===== src/rtl/led_breathe_if.sv =====
// led_breathe_if: tick/enable inputs and LED/envelope status outputs of the breathing LED driver.
interface led_breathe_if #(parameter int PWM_BITS = 8);
  logic                i_tick;
  logic                i_enable;
  logic                o_led;
  logic [PWM_BITS-1:0] o_duty;
  logic [1:0]          o_phase;
  logic                o_cycle_done;
  modport master (output i_tick, i_enable, input o_led, o_duty, o_phase, o_cycle_done);
  modport slave  (input i_tick, i_enable, output o_led, o_duty, o_phase, o_cycle_done);
endinterface


===== src/rtl/led_breathe.sv =====
// led_breathe: PWM LED driver whose duty follows a tick-stepped ramp-up/hold/ramp-down/hold envelope.
module led_breathe #(
  parameter int PWM_BITS   = 8,
  parameter int STEP       = 1,
  parameter int HOLD_TICKS = 16
) (
  input logic           i_clk,
  input logic           i_rst,
  led_breathe_if.slave  bus
);
  localparam int HW = $clog2(HOLD_TICKS + 1);
  localparam logic [PWM_BITS-1:0] MAX_D     = '1;
  localparam logic [PWM_BITS-1:0] STEP_D    = PWM_BITS'(STEP);
  localparam logic [PWM_BITS:0]   STEP_X    = (PWM_BITS + 1)'(STEP);
  localparam logic [PWM_BITS:0]   UP_LIM    = (PWM_BITS + 1)'((2 ** PWM_BITS) - 1 - STEP);
  localparam logic [HW-1:0]       HOLD_LAST = HW'(HOLD_TICKS - 1);

  typedef enum logic [1:0] {RAMP_UP, HOLD_HIGH, RAMP_DOWN, HOLD_LOW} phase_t;

  logic [PWM_BITS-1:0] r_pwm_ctr;
  logic [PWM_BITS-1:0] r_duty;
  logic [PWM_BITS-1:0] r_duty_active;
  logic [HW-1:0]       r_hold_ctr;
  phase_t              r_phase;
  logic                r_led;
  logic                r_cycle_done;
  logic [PWM_BITS:0]   w_duty_x;

  assign w_duty_x = {1'b0, r_duty};

  always_ff @(posedge i_clk) begin
    if (i_rst) begin
      r_pwm_ctr     <= '0;
      r_duty        <= '0;
      r_duty_active <= '0;
      r_hold_ctr    <= '0;
      r_phase       <= RAMP_UP;
      r_led         <= 1'b0;
      r_cycle_done  <= 1'b0;
    end else begin
      r_pwm_ctr    <= r_pwm_ctr + 1'b1;
      // shadow the duty only at period end so a PWM period never changes mid-way
      if (r_pwm_ctr == MAX_D) r_duty_active <= r_duty;
      r_led        <= bus.i_enable && (r_pwm_ctr < r_duty_active);
      r_cycle_done <= 1'b0;
      if (bus.i_tick && bus.i_enable) begin
        case (r_phase)
          RAMP_UP:
            if (w_duty_x >= UP_LIM) begin
              r_duty     <= MAX_D;
              r_hold_ctr <= '0;
              r_phase    <= HOLD_HIGH;
            end else r_duty <= r_duty + STEP_D;
          HOLD_HIGH:
            if (r_hold_ctr == HOLD_LAST) r_phase <= RAMP_DOWN;
            else r_hold_ctr <= r_hold_ctr + 1'b1;
          RAMP_DOWN:
            if (w_duty_x <= STEP_X) begin
              r_duty     <= '0;
              r_hold_ctr <= '0;
              r_phase    <= HOLD_LOW;
            end else r_duty <= r_duty - STEP_D;
          HOLD_LOW:
            if (r_hold_ctr == HOLD_LAST) begin
              r_phase      <= RAMP_UP;
              r_cycle_done <= 1'b1;
            end else r_hold_ctr <= r_hold_ctr + 1'b1;
        endcase
      end
    end
  end

  assign bus.o_led        = r_led;
  assign bus.o_duty       = r_duty;
  assign bus.o_phase      = r_phase;
  assign bus.o_cycle_done = r_cycle_done;
endmodule


===== src/flat_wrapper.sv =====
// flat-port wrapper written by rule: the top's interface ports become plain ports
module led_breathe_flat 
#(
  parameter int PWM_BITS   = 8,
  parameter int STEP       = 1,
  parameter int HOLD_TICKS = 16
)
  (i_clk, i_rst, bus_i_tick, bus_i_enable, bus_o_led, bus_o_duty, bus_o_phase, bus_o_cycle_done);
  led_breathe_if #(.PWM_BITS(PWM_BITS)) bus_i ();
  input logic i_clk;
  input logic i_rst;
  input wire logic [$bits(bus_i.i_tick)-1:0] bus_i_tick;
  input wire logic [$bits(bus_i.i_enable)-1:0] bus_i_enable;
  output wire logic [$bits(bus_i.o_led)-1:0] bus_o_led;
  output wire logic [$bits(bus_i.o_duty)-1:0] bus_o_duty;
  output wire logic [$bits(bus_i.o_phase)-1:0] bus_o_phase;
  output wire logic [$bits(bus_i.o_cycle_done)-1:0] bus_o_cycle_done;
  assign bus_i.i_tick = bus_i_tick;
  assign bus_i.i_enable = bus_i_enable;
  assign bus_o_led = bus_i.o_led;
  assign bus_o_duty = bus_i.o_duty;
  assign bus_o_phase = bus_i.o_phase;
  assign bus_o_cycle_done = bus_i.o_cycle_done;
  led_breathe #(.PWM_BITS(PWM_BITS), .STEP(STEP), .HOLD_TICKS(HOLD_TICKS)) u_core (.i_clk(i_clk), .i_rst(i_rst), .bus(bus_i));
endmodule

===== config.mk =====
export PLATFORM = sky130hd
export DESIGN_NAME = led_breathe_flat
export DESIGN_NICKNAME = d
export VERILOG_FILES = /design/src/rtl/led_breathe_if.sv /design/src/rtl/led_breathe.sv /design/src/flat_wrapper.sv
export SDC_FILE = /design/constraint.sdc
export NUM_CORES = 1
export LEC_CHECK = 0
export CELL_PAD_IN_SITES_DETAIL_PLACEMENT = 0
export CELL_PAD_IN_SITES_GLOBAL_PLACEMENT = 1
export CORE_MARGIN = 10
export CORE_UTILIZATION = 39
export DETAILED_ROUTE_END_ITERATION = 16
export GPL_ROUTABILITY_DRIVEN = 0
export PLACE_DENSITY = 0.75
export SYNTH_ARGS = -nofsm -noshare
export SYNTH_HDL_FRONTEND = slang
export SYNTH_SLANG_ARGS = --single-unit

===== constraint.sdc =====
create_clock -name i_clk -period 2.35 [get_ports i_clk]
set_clock_uncertainty 0.2 [all_clocks]
set_input_delay 0.705 -clock i_clk [delete_from_list [all_inputs] [get_ports i_clk]]
set_output_delay 0.705 -clock i_clk [all_outputs]
set_load 0.05 [all_outputs]

; ---- Word level (Yosys, flattened, before mapping)
; Index checks and enable logic that the tools add are counted.
[word_totals]
reg_bits = 33
out_inout_bits = 12
elab_cells = 48
[classes]
add_sub_neg = 4
order_cmp = 3
n_eq_ne = 10
mux = 13
bitwise_logic = 2
n_reduce_logical = 9
[ops]
columns = operator, count
row1 = $add 8x1->8 const B, 2
row2 = $mux 8, 2
row3 = $pmux 8 s2, 1
row4 = $mux 5, 3
row5 = $pmux 5 s3, 1
row6 = $eq 8x8->1 const B, 1
row7 = $ge 8x8->1 const B, 1
row8 = $le 8x1->1 const B, 1
row9 = $lt 8x8->1, 1
row10 = $mux 2, 4
row11 = $ne 2x1->1 const B, 4
row12 = $pmux 2 s4, 1
row13 = $sub 8x1->8 const B, 1
row14 = $add 5x1->5 const B, 1
row15 = $eq 5x4->1 const B, 1
row16 = $reduce_and 5->1, 1
row17 = $eq 2x2->1 const B, 2
row18 = $reduce_and 4->1, 1
row19 = $reduce_or 3->1, 1
row20 = $eq 2x1->1 const B, 1
row21 = $logic_and 1x1->1, 2
row22 = $logic_not 2->1, 1
row23 = $ne 2x2->1 const B, 1
row24 = $not 1->1, 2
row25 = 4 further kinds, 4

; ---- Depth between registers and ports, before layout
[depth]
ltp_word = 4
depth_mapped = 8
ltp_nobuf = 8

; ---- Worst setup path before layout
; OpenSTA, ideal clock, no wires.
[synth_timing]
path_kind = register -> register
from = reg u_core.r_duty[2], in the netlist u_core.bus.o_duty[2]
to = reg u_core.r_hold_ctr[2]
setup_ns = 0.071
arrival_ns = 2.350
slack_ns = -0.271
stages_incl_launch_ff = 7
path_buffers = 1
period_less_slack_ns = 2.621
cell_sequence = dfxtp_1 > or4_1 > buf_2 > o41ai_4 > nand4_1 > or4b_1 > a21oi_1
[synth_via]
elab_chain_cells = 3
elab_cells_between_ends = 5
classes_between = order compare: 2 / eq/ne: 2 / reduce/logical: 1
[synth_lines]
columns = item, line_no
row1 = start: declaration, led_breathe.sv:21  ; logic [PWM_BITS-1:0] r_duty;
row2 = start signal: assignment, led_breathe.sv:53  ; end else r_duty <= r_duty + STEP_D;
row3 = start signal: assignment, led_breathe.sv:62  ; end else r_duty <= r_duty - STEP_D;
row4 = $le 8x1->1 / $ge 8x8->1 (equally long branches), "led_breathe.sv:58, led_breathe.sv:49"
row5 = $ne 2x1->1 (no line), n/a
row6 = $reduce_and 4->1 (no line) (*), n/a
row7 = end signal: assignment, led_breathe.sv:56  ; else r_hold_ctr <= r_hold_ctr + 1'b1;
row8 = end signal: assignment, led_breathe.sv:67  ; end else r_hold_ctr <= r_hold_ctr + 1'b1;
row9 = end: declaration, led_breathe.sv:23  ; logic [HW-1:0] r_hold_ctr;
; Every way passes the cells marked *; elsewhere a longest branch is shown, timed or not.
; A chain may end at the register's enable or synchronous reset.

; ---- Worst setup path after layout
; Same ends and word-level chain as after synthesis.

==> reports/metrics.cfg <==
[run_status]
status = complete, no violations

[min_path]
hold_path_depth = 1
min_from = u_core.r_pwm_ctr[0]
min_to = u_core.r_pwm_ctr[0]
hold_path.class = flop to flop

[timing]
slew_viol_final = 0
tightest_slew_ps = 440
hold_ws_ps = 269
post-route-min-period_ps = 2300
finalSetupViolCount = 0
fin_ws_ps = 53.8
finalHoldViolations = 0
slew_headroom_pct = 70.3
grt_setup_unrepaired = true
fin_crit_sh_pct = 97.7
fmax_ghz = 0.436

[setup_path]
crit_path_start_kind = flop
r2r_cells = 5
worst-path-buf-inv = 0
path_cells = or4_4 > o41ai_4 > nand4_1 > or4b_1 > a21oi_1
worst-r2r-setup-slack_ps = 50
endpoint_kind = flop
critPathTopFamily = simple AND/OR/NAND/NOR gates
critPathRequiredTime_ps = 2360
worstReg2RegStart = u_core.bus.o_duty[2]
worst_path_max_delay_cell = or4_4
slowest_delay_ps = 550
crit_arrival_ps = 2310
crit_fanout = 2
setup.worst_path.class = flop to flop
r2r-end = u_core.r_hold_ctr[2]

[place]
port_buffers = 15
dp_slack_ps = -45.3
place_inst = 330
dp_hpwl_mm = 3.40

[clock_network]
cts_sinks = 33
cts_hold_buffers = 0
root_buffer = clkbuf_8
cts.path.max_buffers = 2
clkTransAtPathRegs_ps = 70
htreeDepth = 2
tritoncts = done
clk_latency_ps = 280
numCtsBuffers = 5

[global_routing]
grt_pass1_wl_mm = 8.16
top_usage_layer = met2
use_met1_pct = 15.3
grt_overflow = 0
grt_antenna_before_repair = 0
grt_use_met3_pct = 2.91
use_met2_pct = 18.5
track_usage_pct = 11.8
first_global_vias = 1711
grt_start_max_net_pins = 34

[power]
comb_power_share_pct = 14.9
switchingPower_uw = 330
cellInternalPower_uw = 909
vdd_drop_max_v = 0.000417
total_power_uw = 1240
p_clk_share_pct = 38.1
total_leakage_power_uw = 0.000937
switching_share_pct = 26.7
cellPowerDensity_nw_per_um2 = 511
seqPwrFrac_pct = 47.0

[drt]
antenna_left = 0
drtPass1Iterations = 4
via_count = 1773
totalWireLength_mm = 4.60
wire_per_inst_um = 13.5
dr.first_iter.drc_count = 63
drcViolationCount = 0
viasPerCell = 5.21

[finish]
final_common_cell = buf_4
layout_common_cells = buf_4, nor2_1, dfxtp_1, inv_1, ha_1
nets = 294
fin_cells = 340
drive_gt1_share_pct = 22.0
diodes = 0
area_growth_pct = 25.5

[floorplan]
num_rows = 25
start_util_pct = 40.6
pin_count = 16
die_x_um = 90.4
core-area_um2 = 4750
die_h_um = 90.4
die-area_um2 = 8170

[synthesis]
syn_avg_cell_area_um2 = 8.12
async_reset_ff_share_pct = 0
synthFlopType = dfxtp_1
ys_ff_latch = 33
yosys_warnings = 0
syn_area_um2 = 1930
synth_edf_count = 0
yosysUniqueCellTypes = 43
ys_seq_area_share_pct = 34.2
syn_nets = 260
syn_inst = 238

[job]
maxCapViolations = 0

==> cell families after synthesis <==
| logic type | synth area share (%) |
|---|---|
| and+or+nand+nor | 23.1 |
| AOI/OAI and AO/OA | 18.3 |
| DFF | 34.2 |
| buffers and inverters | 5.70 |
| adders and majority gates | 11.7 |
| muxes | 5.18 |
| xor gates and xnor gates | 1.81 |
==> cells in the mapped netlist (all sizes together) (2+ instances only) <==
cell	n	area share, %
and2	3	0.97
nor4	2	0.65
nor2b	3	0.97
nand2b	2	0.65
and3	2	0.65
nand2	14	2.7
a311oi	2	0.91
o31ai	3	1.2
o41ai	2	1.9
inv	18	3.5
a31oi	2	0.65
clkbuf	10	1.9
mux2i	10	5.2
nand3b	2	0.78
xor2	3	1.4
nor3	5	1.3
or2	2	0.65
a22oi	2	0.78
a211oi	4	1.6
a21oi	13	3.4
nand3	7	1.8
ha	18	12
nand4	6	1.9
o21ai	17	4.4
nor2	34	6.6
or3	5	1.6
dfxtp	33	34
==> layout make-up <==
class,instances,area (um2)
Fill cell,463,2330
Clock inverter,1,5.00
Tap cell,67,83.8
Multi-Input combinational cell,176,1190
Sequential cell,33,676
Clock buffer,7,96.3
Inverter,18,67.6
Timing Repair Buffer,38,305
==> power groups by stage <==
| stage | sequential, uW | combinational (uW) | clock, uW |
|---|---|---|---|
| CTS | 582 | 180 | 488 |
| global route | 584 | 203 | 510 |
| global placement | 595 | 177 | 0 |
| detailed placement | 595 | 177 | 0 |
| floorplan | 626 | 76.1 | 0 |
| finish | 582 | 185 | 472 |
==> worst reg2reg max path: stages, from the launching register on <==
cell     delay [ps]
dfxtp_4         340
or4_4           550
o41ai_4         300
nand4_1         180
or4b_1          540
a21oi_1         130
==> layer usage <==
| layer | part of all wire, % | vias to the layer above |
|---|---|---|
| met5 | 0 | - |
| met4 | 2.1 | 0 |
| met3 | 4.8 | 11 |
| met2 | 44 | 44 |
| met1 | 50 | 803 |
| li1 | - | 915 |
==> flip-flops by register name, indices dropped and copies added, names as in the netlist <==
name,flops
u_core.bus.o_led,1
u_core.r_hold_ctr,5
u_core.bus.o_cycle_done,1
u_core.bus.o_duty,8
u_core.r_duty_active,8
u_core.r_pwm_ctr,8
u_core.bus.o_phase,2
==> through the flow <==
step	area [um2]	setup TNS [ps]	util, %
global placement	2280	-91.3	47.9
CTS	2400	-20.9	50.4
finish	2420	0	51.0
global route	2420	-42.2	51.0
floorplan	1950	-59.6	-
detailed placement	2280	-144	47.9
==> worst max path at each step <==
stage / startpoint / to / slack [ps] / depth (start not counted)
floorplan: u_core.bus.o_duty[2] / u_core.r_hold_ctr[2] / -60 / 6
global placement: bus_i_enable / u_core.bus.o_duty[7] / -30 / 7
detailed placement: bus_i_enable / u_core.r_hold_ctr[2] / -50 / 5
CTS: u_core.bus.o_duty[5] / u_core.r_hold_ctr[2] / -20 / 5
global route: u_core.bus.o_duty[2] / u_core.r_hold_ctr[1] / -30 / 6
finish: u_core.bus.o_duty[2] / u_core.r_hold_ctr[2] / 50 / 5
==> timing repair <==
action | in CTS | in global routing
pin swaps | 6 | 5
resized for setup | 1 | 5
endpoints found under the setup margin | 2 | 9
buffers inserted | 2 | 0
(Power assumes the default switching activity.)
